## src/rtl/data_io_pkg.sv

```systemverilog
// data_io_pkg: opcodes, FIFO entry layout {uio, addr, data} and clk:sck ratio
package data_io_pkg;
  localparam logic [7:0] MIST_SET_ADDRESS = 8'h01;
  localparam logic [7:0] MIST_WRITE_MEMORY = 8'h02;
  localparam logic [7:0] MIST_READ_MEMORY = 8'h03;
  localparam logic [7:0] MIST_SET_CONTROL = 8'h04;
  localparam logic [7:0] MIST_GET_DMASTATE = 8'h05;
  localparam logic [7:0] MIST_ACK_DMA = 8'h06;
  localparam logic [7:0] MIST_SET_VADJ = 8'h09;
  localparam logic [7:0] MIST_NAK_DMA = 8'h0a;
  localparam logic [7:0] UIO_FILE_TX = 8'h53;
  localparam logic [7:0] UIO_FILE_TX_DAT = 8'h54;
  localparam logic [7:0] UIO_FILE_INDEX = 8'h55;
  localparam int CLK_SCK_RATIO_MIN = 4;
  function automatic int fifo_entry_w(input int aw, input int dw);
    return 1 + aw + dw;
  endfunction
endpackage

```

## src/rtl/data_io_fifo.sv

```systemverilog
// data_io_fifo: synchronous FIFO, push accepted when full if a pop happens the same clk
module data_io_fifo #(
  parameter int WIDTH = 8,
  parameter int DEPTH = 8
) (
  input  logic             clk,
  input  logic             reset_n,
  input  logic             push,
  input  logic             pop,
  input  logic [WIDTH-1:0] din,
  output logic [WIDTH-1:0] dout,
  output logic             full,
  output logic             empty
);
  localparam int AW = $clog2(DEPTH);
  logic [WIDTH-1:0] mem [DEPTH];
  logic [AW:0] wp, rp;
  logic do_push, do_pop;
  always_comb begin
    empty = wp == rp;
    full = (wp[AW-1:0] == rp[AW-1:0]) & (wp[AW] != rp[AW]);
    do_pop = pop & ~empty;
    do_push = push & (~full | do_pop);
    dout = mem[rp[AW-1:0]];
  end
  always_ff @(posedge clk)
    if (do_push) mem[wp[AW-1:0]] <= din;
  always_ff @(posedge clk) begin
    if (!reset_n) begin
      wp <= '0;
      rp <= '0;
    end else begin
      if (do_push) wp <= wp + 1'b1;
      if (do_pop) rp <= rp + 1'b1;
    end
  end
endmodule

```

## src/rtl/data_io_v2.sv

```systemverilog
// data_io_v2: oversampled SPI slave decoding MiST/UIO commands into a write FIFO and a prefetching read path
module data_io_v2
  import data_io_pkg::*;
#(
  parameter int ADDR_WIDTH = 23,
  parameter int DATA_WIDTH = 16,
  parameter int FIFO_DEPTH = 8,
  parameter int NUM_INDEX = 3,
  parameter logic [NUM_INDEX*ADDR_WIDTH-1:0] INDEX_BASE = {23'h7e0000, 23'h7dffff, 23'h7dfff0}
) (
  input  logic                  clk,
  input  logic                  reset_n,
  input  logic                  sck,
  input  logic                  ss,
  input  logic                  sdi,
  output logic                  sdo,
  output logic [31:0]           ctrl_out,
  output logic [15:0]           video_adj,
  output logic [31:0]           addr_reg,
  output logic                  addr_strobe,
  output logic                  wr_valid,
  input  logic                  wr_ready,
  output logic [DATA_WIDTH-1:0] wr_data,
  output logic [ADDR_WIDTH-1:0] wr_addr,
  output logic                  wr_uio,
  output logic                  data_download,
  output logic                  rd_req,
  input  logic                  rd_valid,
  input  logic [DATA_WIDTH-1:0] rd_data,
  output logic                  dma_ack,
  output logic [7:0]            dma_status,
  output logic                  dma_nak,
  input  logic [7:0]            status_in,
  output logic [4:0]            status_index,
  output logic                  overflow,
  output logic                  underrun
);
  localparam int EW = fifo_entry_w(ADDR_WIDTH, DATA_WIDTH);
  localparam logic [1:0] LAST = 2'(DATA_WIDTH / 8 - 1);
  logic [1:0] sck_s, ss_s, sdi_s;
  logic sck_d, rise_q, fall_q, sdi_q, ss_q;
  logic [2:0] bit_cnt;
  logic [9:0] byte_cnt;
  logic [6:0] sr_in;
  logic [7:0] cmd, byte_in;
  logic cmd_valid, byte_done, is_wr, wr_push, pop, fifo_full, fifo_empty;
  logic [23:0] acc;
  logic [31:0] word32;
  logic [1:0] lane, rlane;
  logic [DATA_WIDTH-1:0] wbuf, word_nxt, osr, nxt, stat_w, rbuf;
  logic [ADDR_WIDTH-1:0] waddr, idx_addr;
  logic idx_hit, buf_full, rd_active, rd_phase, rd_word_start;
  logic [EW-1:0] head;
  always_comb begin
    ss_q = ss_s[1];
    byte_in = {sr_in, sdi_q};
    byte_done = rise_q & ~ss_q & (bit_cnt == 3'd7);
    word32 = {acc, byte_in};
    word_nxt = DATA_WIDTH'({wbuf, byte_in});
    is_wr = (cmd == MIST_WRITE_MEMORY) | (cmd == UIO_FILE_TX_DAT);
    wr_push = byte_done & cmd_valid & is_wr & (lane == LAST);
    wr_valid = ~fifo_empty;
    pop = wr_valid & wr_ready;
    {wr_uio, wr_addr, wr_data} = wr_valid ? head : '0;
    status_index = (byte_cnt > 10'd31) ? 5'd31 : byte_cnt[4:0];
    rlane = 2'(byte_cnt - 10'd2) & LAST;
    rd_phase = cmd_valid & (cmd == MIST_READ_MEMORY) & (byte_cnt >= 10'd2);
    rd_word_start = fall_q & ~ss_q & (bit_cnt == 3'd0) & rd_phase & (rlane == 2'd0);
    stat_w = DATA_WIDTH'(status_in) << (DATA_WIDTH - 8);
    nxt = (bit_cnt == 3'd0 && !rd_phase) ? stat_w : rd_word_start ? (buf_full ? rbuf : '1) : osr;
    idx_hit = 1'b0;
    idx_addr = '0;
    for (int i = 0; i < NUM_INDEX; i++)
      if (byte_in == 8'(i)) begin
        idx_hit = 1'b1;
        idx_addr = INDEX_BASE[i*ADDR_WIDTH +: ADDR_WIDTH];
      end
  end
  data_io_fifo #(.WIDTH(EW), .DEPTH(FIFO_DEPTH)) u_fifo (
    .clk(clk), .reset_n(reset_n), .push(wr_push), .pop(pop),
    .din({cmd == UIO_FILE_TX_DAT, waddr + ADDR_WIDTH'(1), word_nxt}),
    .dout(head), .full(fifo_full), .empty(fifo_empty)
  );
  always_ff @(posedge clk) begin
    if (!reset_n) begin
      sck_s <= '0;
      ss_s <= '1;
      sdi_s <= '0;
      sck_d <= 1'b0;
      rise_q <= 1'b0;
      fall_q <= 1'b0;
      sdi_q <= 1'b0;
      bit_cnt <= '0;
      byte_cnt <= '0;
      sr_in <= '0;
      cmd <= '0;
      cmd_valid <= 1'b0;
      acc <= '0;
      lane <= '0;
      wbuf <= '0;
      waddr <= '1;
      osr <= '0;
      sdo <= 1'b1;
      rbuf <= '0;
      buf_full <= 1'b0;
      rd_active <= 1'b0;
      ctrl_out <= '0;
      video_adj <= '0;
      addr_reg <= '0;
      addr_strobe <= 1'b0;
      rd_req <= 1'b0;
      dma_ack <= 1'b0;
      dma_nak <= 1'b0;
      dma_status <= '0;
      data_download <= 1'b0;
      overflow <= 1'b0;
      underrun <= 1'b0;
    end else begin
      sck_s <= {sck_s[0], sck};
      ss_s <= {ss_s[0], ss};
      sdi_s <= {sdi_s[0], sdi};
      sck_d <= sck_s[1];
      rise_q <= sck_s[1] & ~sck_d;
      fall_q <= ~sck_s[1] & sck_d;
      sdi_q <= sdi_s[1];
      addr_strobe <= 1'b0;
      rd_req <= 1'b0;
      dma_ack <= 1'b0;
      dma_nak <= 1'b0;
      if (ss_q) begin
        bit_cnt <= '0;
        byte_cnt <= '0;
        lane <= '0;
        cmd_valid <= 1'b0;
        sdo <= 1'b1;
        rd_active <= 1'b0;
      end else if (rise_q) begin
        bit_cnt <= bit_cnt + 3'd1;
        sr_in <= byte_in[6:0];
        if (bit_cnt == 3'd7) begin
          byte_cnt <= (byte_cnt == 10'h3ff) ? byte_cnt : byte_cnt + 10'd1;
          acc <= {acc[15:0], byte_in};
          if (!cmd_valid) begin
            cmd <= byte_in;
            cmd_valid <= 1'b1;
            lane <= '0;
            dma_nak <= byte_in == MIST_NAK_DMA;
            if (byte_in == MIST_READ_MEMORY) begin
              rd_req <= 1'b1;
              rd_active <= 1'b1;
              buf_full <= 1'b0;
            end
          end else begin
            if (cmd == MIST_SET_ADDRESS && byte_cnt == 10'd4) begin
              addr_reg <= word32;
              addr_strobe <= 1'b1;
              waddr <= word32[ADDR_WIDTH-1:0] - ADDR_WIDTH'(1);
            end
            if (cmd == MIST_SET_CONTROL && byte_cnt == 10'd4) ctrl_out <= word32;
            if (cmd == MIST_SET_VADJ && byte_cnt == 10'd2) video_adj <= word32[15:0];
            if (cmd == MIST_ACK_DMA) begin
              dma_ack <= 1'b1;
              dma_status <= byte_in;
            end
            if (cmd == UIO_FILE_TX) data_download <= |byte_in;
            if (cmd == UIO_FILE_INDEX && idx_hit) begin
              waddr <= idx_addr;
              overflow <= 1'b0;
            end
            if (is_wr) begin
              wbuf <= word_nxt;
              lane <= (lane == LAST) ? 2'd0 : lane + 2'd1;
              if (lane == LAST) waddr <= waddr + ADDR_WIDTH'(1);
            end
          end
        end
      end else if (fall_q) begin
        sdo <= nxt[DATA_WIDTH-1];
        osr <= nxt << 1;
        if (rd_word_start) begin
          rd_req <= 1'b1;
          buf_full <= 1'b0;
          if (!buf_full) underrun <= 1'b1;
        end
      end
      if (wr_push && fifo_full && !pop) overflow <= 1'b1;
      if (rd_valid && rd_active && !buf_full && !ss_q) begin
        rbuf <= rd_data;
        buf_full <= 1'b1;
      end
    end
  end
endmodule
```

## config.mk

```make
export PLATFORM = sky130hd
export DESIGN_NAME = data_io_v2
export DESIGN_NICKNAME = d
export VERILOG_FILES = /design/src/rtl/data_io_pkg.sv /design/src/rtl/data_io_fifo.sv /design/src/rtl/data_io_v2.sv
export SDC_FILE = /design/constraint.sdc
export NUM_CORES = 1
export LEC_CHECK = 0
export BUFFER_PORTS_ARGS = -buffer_cell sky130_fd_sc_hd__buf_2
export CORE_MARGIN = 10
export CORE_UTILIZATION = 62
export CTS_BUF_LIST = sky130_fd_sc_hd__clkbuf_4 sky130_fd_sc_hd__clkbuf_8
export DETAILED_ROUTE_END_ITERATION = 8
export GPL_TIMING_DRIVEN = 0
export PLACE_DENSITY_LB_ADDON = 0.08
export SLEW_MARGIN = 15
export SYNTH_ARGS = -nofsm -noshare
export SYNTH_HDL_FRONTEND = slang
export SYNTH_HIERARCHICAL = 1
export SYNTH_SLANG_ARGS = --single-unit
```

## constraint.sdc

```tcl
create_clock -name clk -period 8.91 [get_ports clk]
set_input_delay 0.4455 -clock clk [delete_from_list [all_inputs] [get_ports clk]]
set_output_delay 0.4455 -clock clk [all_outputs]
set_load 0.05 [all_outputs]
```

==> results.sh, run 1 <==
export IMPL_outcome="finished clean"
export IMPL_hold_start="rd_data[12]"
export IMPL_grt_pass1_wl_um=89700
export IMPL_place_area_um2=24800
export IMPL_hold_path_depth=3
export IMPL_via_per_inst=5.90
export IMPL_grt_usage=0.255
export IMPL_final_common_cell="edfxtp_1"
export IMPL_cts_sinks=556
export IMPL_power_density_nw_per_um2=186
export IMPL_period_share=0.515
export IMPL_post_cts_setup_buffer_count=0
export IMPL_worstPathArrival_ns=4.94
export IMPL_cts_tree="done"
export IMPL_slew_headroom=0.250
export IMPL_synthFlopType="edfxtp_1"
export IMPL_finalPower_w=0.00496
export IMPL_diodes=0
export IMPL_die_area_um2=45100
export IMPL_grtUsageMet3=0.0467
export IMPL_use_met1=0.343
export IMPL_path_max_fanout=14
export IMPL_drt_first_pass_iters=6
export IMPL_fin_cells=2698
export IMPL_maxSlewViolCount=0
export IMPL_die_x_um=212
export IMPL_vias=15900
export IMPL_grt_overflow=0
export IMPL_clockRootBuffer="clkbuf_8"
export IMPL_syn_area_um2=23000
export IMPL_place_gp_congestion=0.900
export IMPL_yosys_register_bits=556
export IMPL_ys_seq_area_frac=0.624
export IMPL_synth_enable_flop_cells=320
export IMPL_setup_viol=0
export IMPL_cp_end_kind="flop"
export IMPL_fin_worst_skew_ns=0.0240
export IMPL_htree_levels=3
export IMPL_grt_use_met2=0.416
export IMPL_ys_warn_count=6
export IMPL_worstMarginPinSlew_ns=1.12
export IMPL_rsz0062_at_grt="false"
export IMPL_min_path_type="primary input to flop"
export IMPL_whs_ns=0.0483
export IMPL_ys_types=70
export IMPL_avgSynthCellArea_um2=12.3
export IMPL_syn_nets=1906
export IMPL_ir_worst_vdd_v=0.000138
export IMPL_async_flop_share=0
export IMPL_ff2ff_path_depth=11
export IMPL_post_place_cells=2535
export IMPL_insertion_delay_ns=0.64
export IMPL_clockBufferDepth=3
export IMPL_area_growth_pct=16.1
export IMPL_grt_max_degree=22
export IMPL_rows=70
export IMPL_hpwl_um=39900
export IMPL_path_class="flop to flop"
export IMPL_required_ns=9.26
export IMPL_r2r_setup_slack_ns=4.32
export IMPL_synth_cells=1861
export IMPL_largest_reg_flops=320
export IMPL_drc=0
export IMPL_core_um2=36600
export IMPL_min_period_ns=4.59
export IMPL_post_drt_wl_per_cell_um=21.2
export IMPL_initial_core_util=0.627
export IMPL_first_iter_violations=1546
export IMPL_whs_endpoint="rbuf[12]"
export IMPL_rr_endpoint="u_fifo/mem[1][6]"
export IMPL_die_y_um=212
export IMPL_hold_viol_final=0
export IMPL_design_area_um2=26700
export IMPL_cp_start_kind="flop"
export IMPL_fin_nets=2203
export IMPL_fmax_mhz=218
export IMPL_numCtsBuffers=86
export IMPL_drtAntennaViolNets=0
export IMPL_p_leak_nw=9.71
export IMPL_drive_above_1_share=0.241
export IMPL_ios=173
export IMPL_grt_busiest_layer="met2"
export IMPL_r2r_start="bit_cnt[0]"
export IMPL_antenna_found_initial=0
export IMPL_grt_pass1_vias=16100
export IMPL_final_cell_mix="320 x edfxtp_1, 319 x nand2_1, 236 x dfxtp_1, 204 x buf_2, 172 x a21oi_1"
export IMPL_wirelength_um=57200
export IMPL_cts_clk_slew_worst_paths_ns=0.06
export IMPL_portBuffers=172
export IMPL_cap_violations=0
[metal layers]
layer	routed length, um	share of wire
met1	24300	0.42
met2	27500	0.48
met3	4220	0.074
met4	1150	0.020
met5	0	0
[where the power goes]
part / switching, W / internal (W) / leakage, nW / total, W
clock: 0.000971 / 0.00122 / 0.956 / 0.00220
combinational: 0.0000448 / 0.0000196 / 3.84 / 0.0000644
sequential: 0.00000225 / 0.00270 / 4.92 / 0.00270
total: 0.00102 / 0.00394 / 9.71 / 0.00496
[final cells by class]
type / instances / area [um^2]
Multi-Input combinational cell: 1144 / 8000
Sequential cell: 556 / 14300
Tap cell: 468 / 586
Clock inverter: 32 / 223
Fill cell: 2509 / 9950
Buffer: 136 / 588
Timing Repair Buffer: 209 / 1260
Clock buffer: 128 / 1580
Inverter: 25 / 93.8
[logic make-up (layout without fill, tap and decap cells)]
family          after synthesis  in the layout  share of synthesized area
xor+xnor                     53             53                     0.0202
simple gates                652            652                      0.136
fa+ha+maj                    14             14                    0.00763
compound gates              268            268                     0.0676
flops                       556            556                      0.624
mux                         157            157                      0.114
buf+inv                     161            530                     0.0297
[per-stage QoR]
step	TNS [ns]	utilization	worst slack [ns]
3_5_place_dp	0	0.678	4.43
5_1_grt	0	0.728	4.10
4_1_cts	0	0.728	4.39
6_report	0	0.728	4.32
3_3_place_gp	-70.79	0.667	-1.77
2_1_floorplan	0	-	2.59
[worst max path at each step]
stage          depth (start not counted)  slack (ns)                 to       start
2_1_floorplan                          8        2.59   u_fifo/mem[0][0]  bit_cnt[0]
3_3_place_gp                           8       -1.77  u_fifo/mem[0][37]  bit_cnt[0]
3_5_place_dp                          11        4.43   u_fifo/mem[1][8]  bit_cnt[0]
4_1_cts                               11        4.39   u_fifo/mem[1][6]  bit_cnt[0]
5_1_grt                               11        4.10   u_fifo/mem[1][6]  bit_cnt[0]
6_report                              11        4.32   u_fifo/mem[1][6]  bit_cnt[0]
[synth_stat cells, types with 3 or more instances]
library cell / number / area, um^2
mux2_2: 44 / 495
clkbuf_1: 94 / 353
o211ai_1: 10 / 75.1
inv_1: 24 / 90.1
buf_2: 26 / 130
nor2b_1: 44 / 275
nor3_1: 22 / 110
xnor2_1: 38 / 333
and3b_1: 9 / 78.8
nor2_1: 94 / 353
a211oi_1: 5 / 37.5
a22oi_1: 7 / 52.6
mux4_2: 80 / 1800
a21oi_1: 173 / 866
o21ai_0: 23 / 115
nand3_1: 36 / 180
and3_1: 15 / 93.8
and2_1: 11 / 68.8
buf_1: 5 / 18.8
or2_2: 7 / 43.8
nand4_1: 14 / 87.6
xor2_1: 15 / 131
or3_1: 10 / 62.6
nand3b_1: 3 / 22.5
or4_1: 6 / 45.0
o221ai_1: 11 / 96.3
nor3b_1: 3 / 22.5
nor4_2: 3 / 37.5
nand2b_1: 24 / 150
a31oi_1: 3 / 18.8
o31ai_1: 12 / 90.1
mux2i_1: 33 / 330
o21a_1: 3 / 22.5
buf_4: 10 / 75.1
ha_1: 14 / 175
edfxtp_1: 320 / 9610
and4_1: 6 / 52.6
nand2_1: 319 / 1200
dfxtp_1: 236 / 4720
nor4_1: 9 / 56.3
[critical path, stage by stage, from the launching register on]
cell and delay (ns):
dfxtp_1 0.37, ha_1 0.17, ha_1 0.17, and3b_1 0.17
clkbuf_1 0.35, nand2_1 0.34, nor3_2 0.92, o21ai_2 0.32
nor3_2 0.84, buf_4 0.31, buf_6 0.18, buf_6 0.15
[repair_timing]
item / CTS / global route
resized for setup: 0 / 0
hold buffers: 3 / 0
endpoints found under the hold margin: 3 / 0
Power figures use the tool's default switching activity.
==> run 2: changes to the inputs <==
clock period = 4.73 ns   (was 8.91 ns; I/O delays follow)
==> run 2 against run 1 <==
Net effect:
- utilization grew 0.72 points
- clock-buffer cell count shrank 6
- largest cell class unchanged
- final cell count grew 0.26%
- critical path type unchanged
- largest power group unchanged
==> results.sh, run 2 (synthesis results as in run 1) <==
export IMPL_p_leak_nw=9.76
export IMPL_post_drt_wl_per_cell_um=21.4
export IMPL_cts_tree="done"
export IMPL_cap_violations=0
export IMPL_ir_worst_vdd_v=0.000251
export IMPL_grt_pass1_wl_um=90100
export IMPL_drtAntennaViolNets=0
export IMPL_use_met1=0.346
export IMPL_die_y_um=212
export IMPL_fin_worst_skew_ns=0.0205
export IMPL_cts_sinks=556
export IMPL_crit_chain="ha_1, ha_1, and3b_1, clkbuf_1, nand2_1, nor3_4, o21ai_2, nor3_2, buf_4, buf_4"
export IMPL_grt_use_met2=0.412
export IMPL_path_class="flop to flop"
export IMPL_required_ns=5.06
export IMPL_portBuffers=172
export IMPL_grt_max_degree=19
export IMPL_period_share=0.894
export IMPL_antenna_found_initial=0
export IMPL_max_stage_delay_ns=0.81
export IMPL_largest_reg_flops=320
export IMPL_clockBufferDepth=3
export IMPL_cts_clk_slew_worst_paths_ns=0.06
export IMPL_crit_slowest_cell="nor3_2"
export IMPL_core_um2=36600
export IMPL_die_x_um=212
export IMPL_nFillCells=2473
export IMPL_cp_end_kind="flop"
export IMPL_die_area_um2=45100
export IMPL_setup_viol=0
export IMPL_drive_above_1_share=0.236
export IMPL_insertion_delay_ns=0.64
export IMPL_p_switching_w=0.00186
export IMPL_whs_ns=0.160
export IMPL_place_ws_ns=0.291
export IMPL_power_density_nw_per_um2=346
export IMPL_swShare=0.200
export IMPL_grt_busiest_layer="met2"
export IMPL_slew_headroom=0.292
export IMPL_hold_viol_final=0
export IMPL_via_per_inst=5.91
export IMPL_p_comb_frac=0.015
export IMPL_cp_start_kind="flop"
export IMPL_initial_core_util=0.627
export IMPL_multi_input_area_um2=8020
export IMPL_place_gp_congestion=0.897
export IMPL_drt_first_pass_iters=5
export IMPL_numCtsBuffers=85
export IMPL_drc=0
export IMPL_grt_overflow=0
export IMPL_post_cts_setup_buffer_count=0
export IMPL_rsz0062_at_grt="false"
export IMPL_finalWorstSetupSlack_ns=0.502
export IMPL_min_path_type="primary input to flop"
export IMPL_htree_levels=3
export IMPL_grtUsageMet3=0.0498
export IMPL_fmax_mhz=237
export IMPL_min_period_ns=4.23
export IMPL_worstMarginPinSlew_ns=1.05
export IMPL_worstPathArrival_ns=4.56
export IMPL_first_iter_violations=1280
export IMPL_vias=16000
export IMPL_diodes=0
export IMPL_fin_nets=2222
export IMPL_ios=173
export IMPL_final_common_cell="edfxtp_1"
export IMPL_outcome="finished clean"
export IMPL_clkPwrFrac=0.438
export IMPL_grt_pass1_vias=16200
export IMPL_area_growth_pct=17.2
export IMPL_wirelength_um=57900
export IMPL_hpwl_um=39700
export IMPL_clockRootBuffer="clkbuf_8"
export IMPL_register_area_um2=14300
export IMPL_maxSlewViolCount=0
export IMPL_final_cell_mix="320 x edfxtp_1, 319 x nand2_1, 236 x dfxtp_1, 198 x buf_2, 172 x a21oi_1"
export IMPL_path_delay_family="simple AND/OR/NAND/NOR gates"
export IMPL_rows=70
export IMPL_grt_usage=0.257
export IMPL_path_max_fanout=14
export IMPL_path_buf_inv=3
export IMPL_intPower_w=0.00745
export IMPL_pwr_share_seq=0.547
[run 2: changes by cell type in the layout (fill, tap and decap cells not counted), moves of 2 or more]
cell	before	now
buf_16	4	6
buf_2	204	198
buf_4	24	19
buf_8	0	5
bufinv_16	3	5
clkbuf_4	29	27
clkbuf_8	99	95
clkinv_1	18	10
dlygate4sd3_1	3	27
inv_6	2	0
nor3_2	5	3
nor3_4	1	3
[run 2: final timing paths]
check                   from           endpoint  slack, ns  cells past startpoint
hold / removal       reset_n            osr[12]       0.16                      5
hold reg to reg        sck_d             rise_q       0.42                      1
setup / recovery  bit_cnt[0]  u_fifo/mem[4][12]       0.50                     10
setup reg to reg  bit_cnt[0]  u_fifo/mem[4][12]       0.50                     10
[run 2: power groups by stage]
stage / clock, W / combinational, W / sequential [W]
global placement: 0 / 0.000116 / 0.00519
detailed placement: 0 / 0.000119 / 0.00519
global route: 0.00435 / 0.000151 / 0.00509
finish: 0.00408 / 0.000140 / 0.00509
CTS: 0.00414 / 0.000137 / 0.00509
floorplan: 0 / 0.0000710 / 0.00519
[run 2: layer usage]
metal	routed length (um)	vias up
li1	-	7375
met2	27600	629
met4	1590	0
met5	0	-
met1	24400	7866
met3	4260	117
[run 2: worst min-delay path, stage by stage]
cell      delay, ns
buf_2          0.15
inv_1          0.08
nor2_1         0.10
nand2_1        0.08
o221ai_1       0.09
[run 2: layout make-up]
type	instances	share of cell area
multi-input combinational	1144	0.298
sequential	556	0.532
clock inverter	25	0.00892
inverter	25	0.00348
tap	468	0.0217
timing repair buffer	229	0.0576
clock buffer	122	0.0561
buffer	136	0.0218
[run 2: stage by stage]
| step | util | instance area [um^2] | instances | power [W] | setup TNS, ns |
|---|---|---|---|---|---|
| floorplan | - | 23000 | 1861 | 0.00526 | -63.18 |
| global placement | 0.667 | 24400 | 2501 | 0.00531 | -872.83 |
| detailed placement | 0.680 | 24900 | 2531 | 0.00531 | 0 |
| CTS | 0.735 | 26900 | 2705 | 0.00936 | 0 |
| global route | 0.736 | 26900 | 2705 | 0.00958 | 0 |
| finish | 0.736 | 26900 | 2705 | 0.00931 | 0 |
[run 2: timing repair]
action	in CTS	in global routing
hold buffers	27	0
gates resized for setup	0	1
endpoints found under the hold margin	27	0
endpoints found under the setup margin	0	15
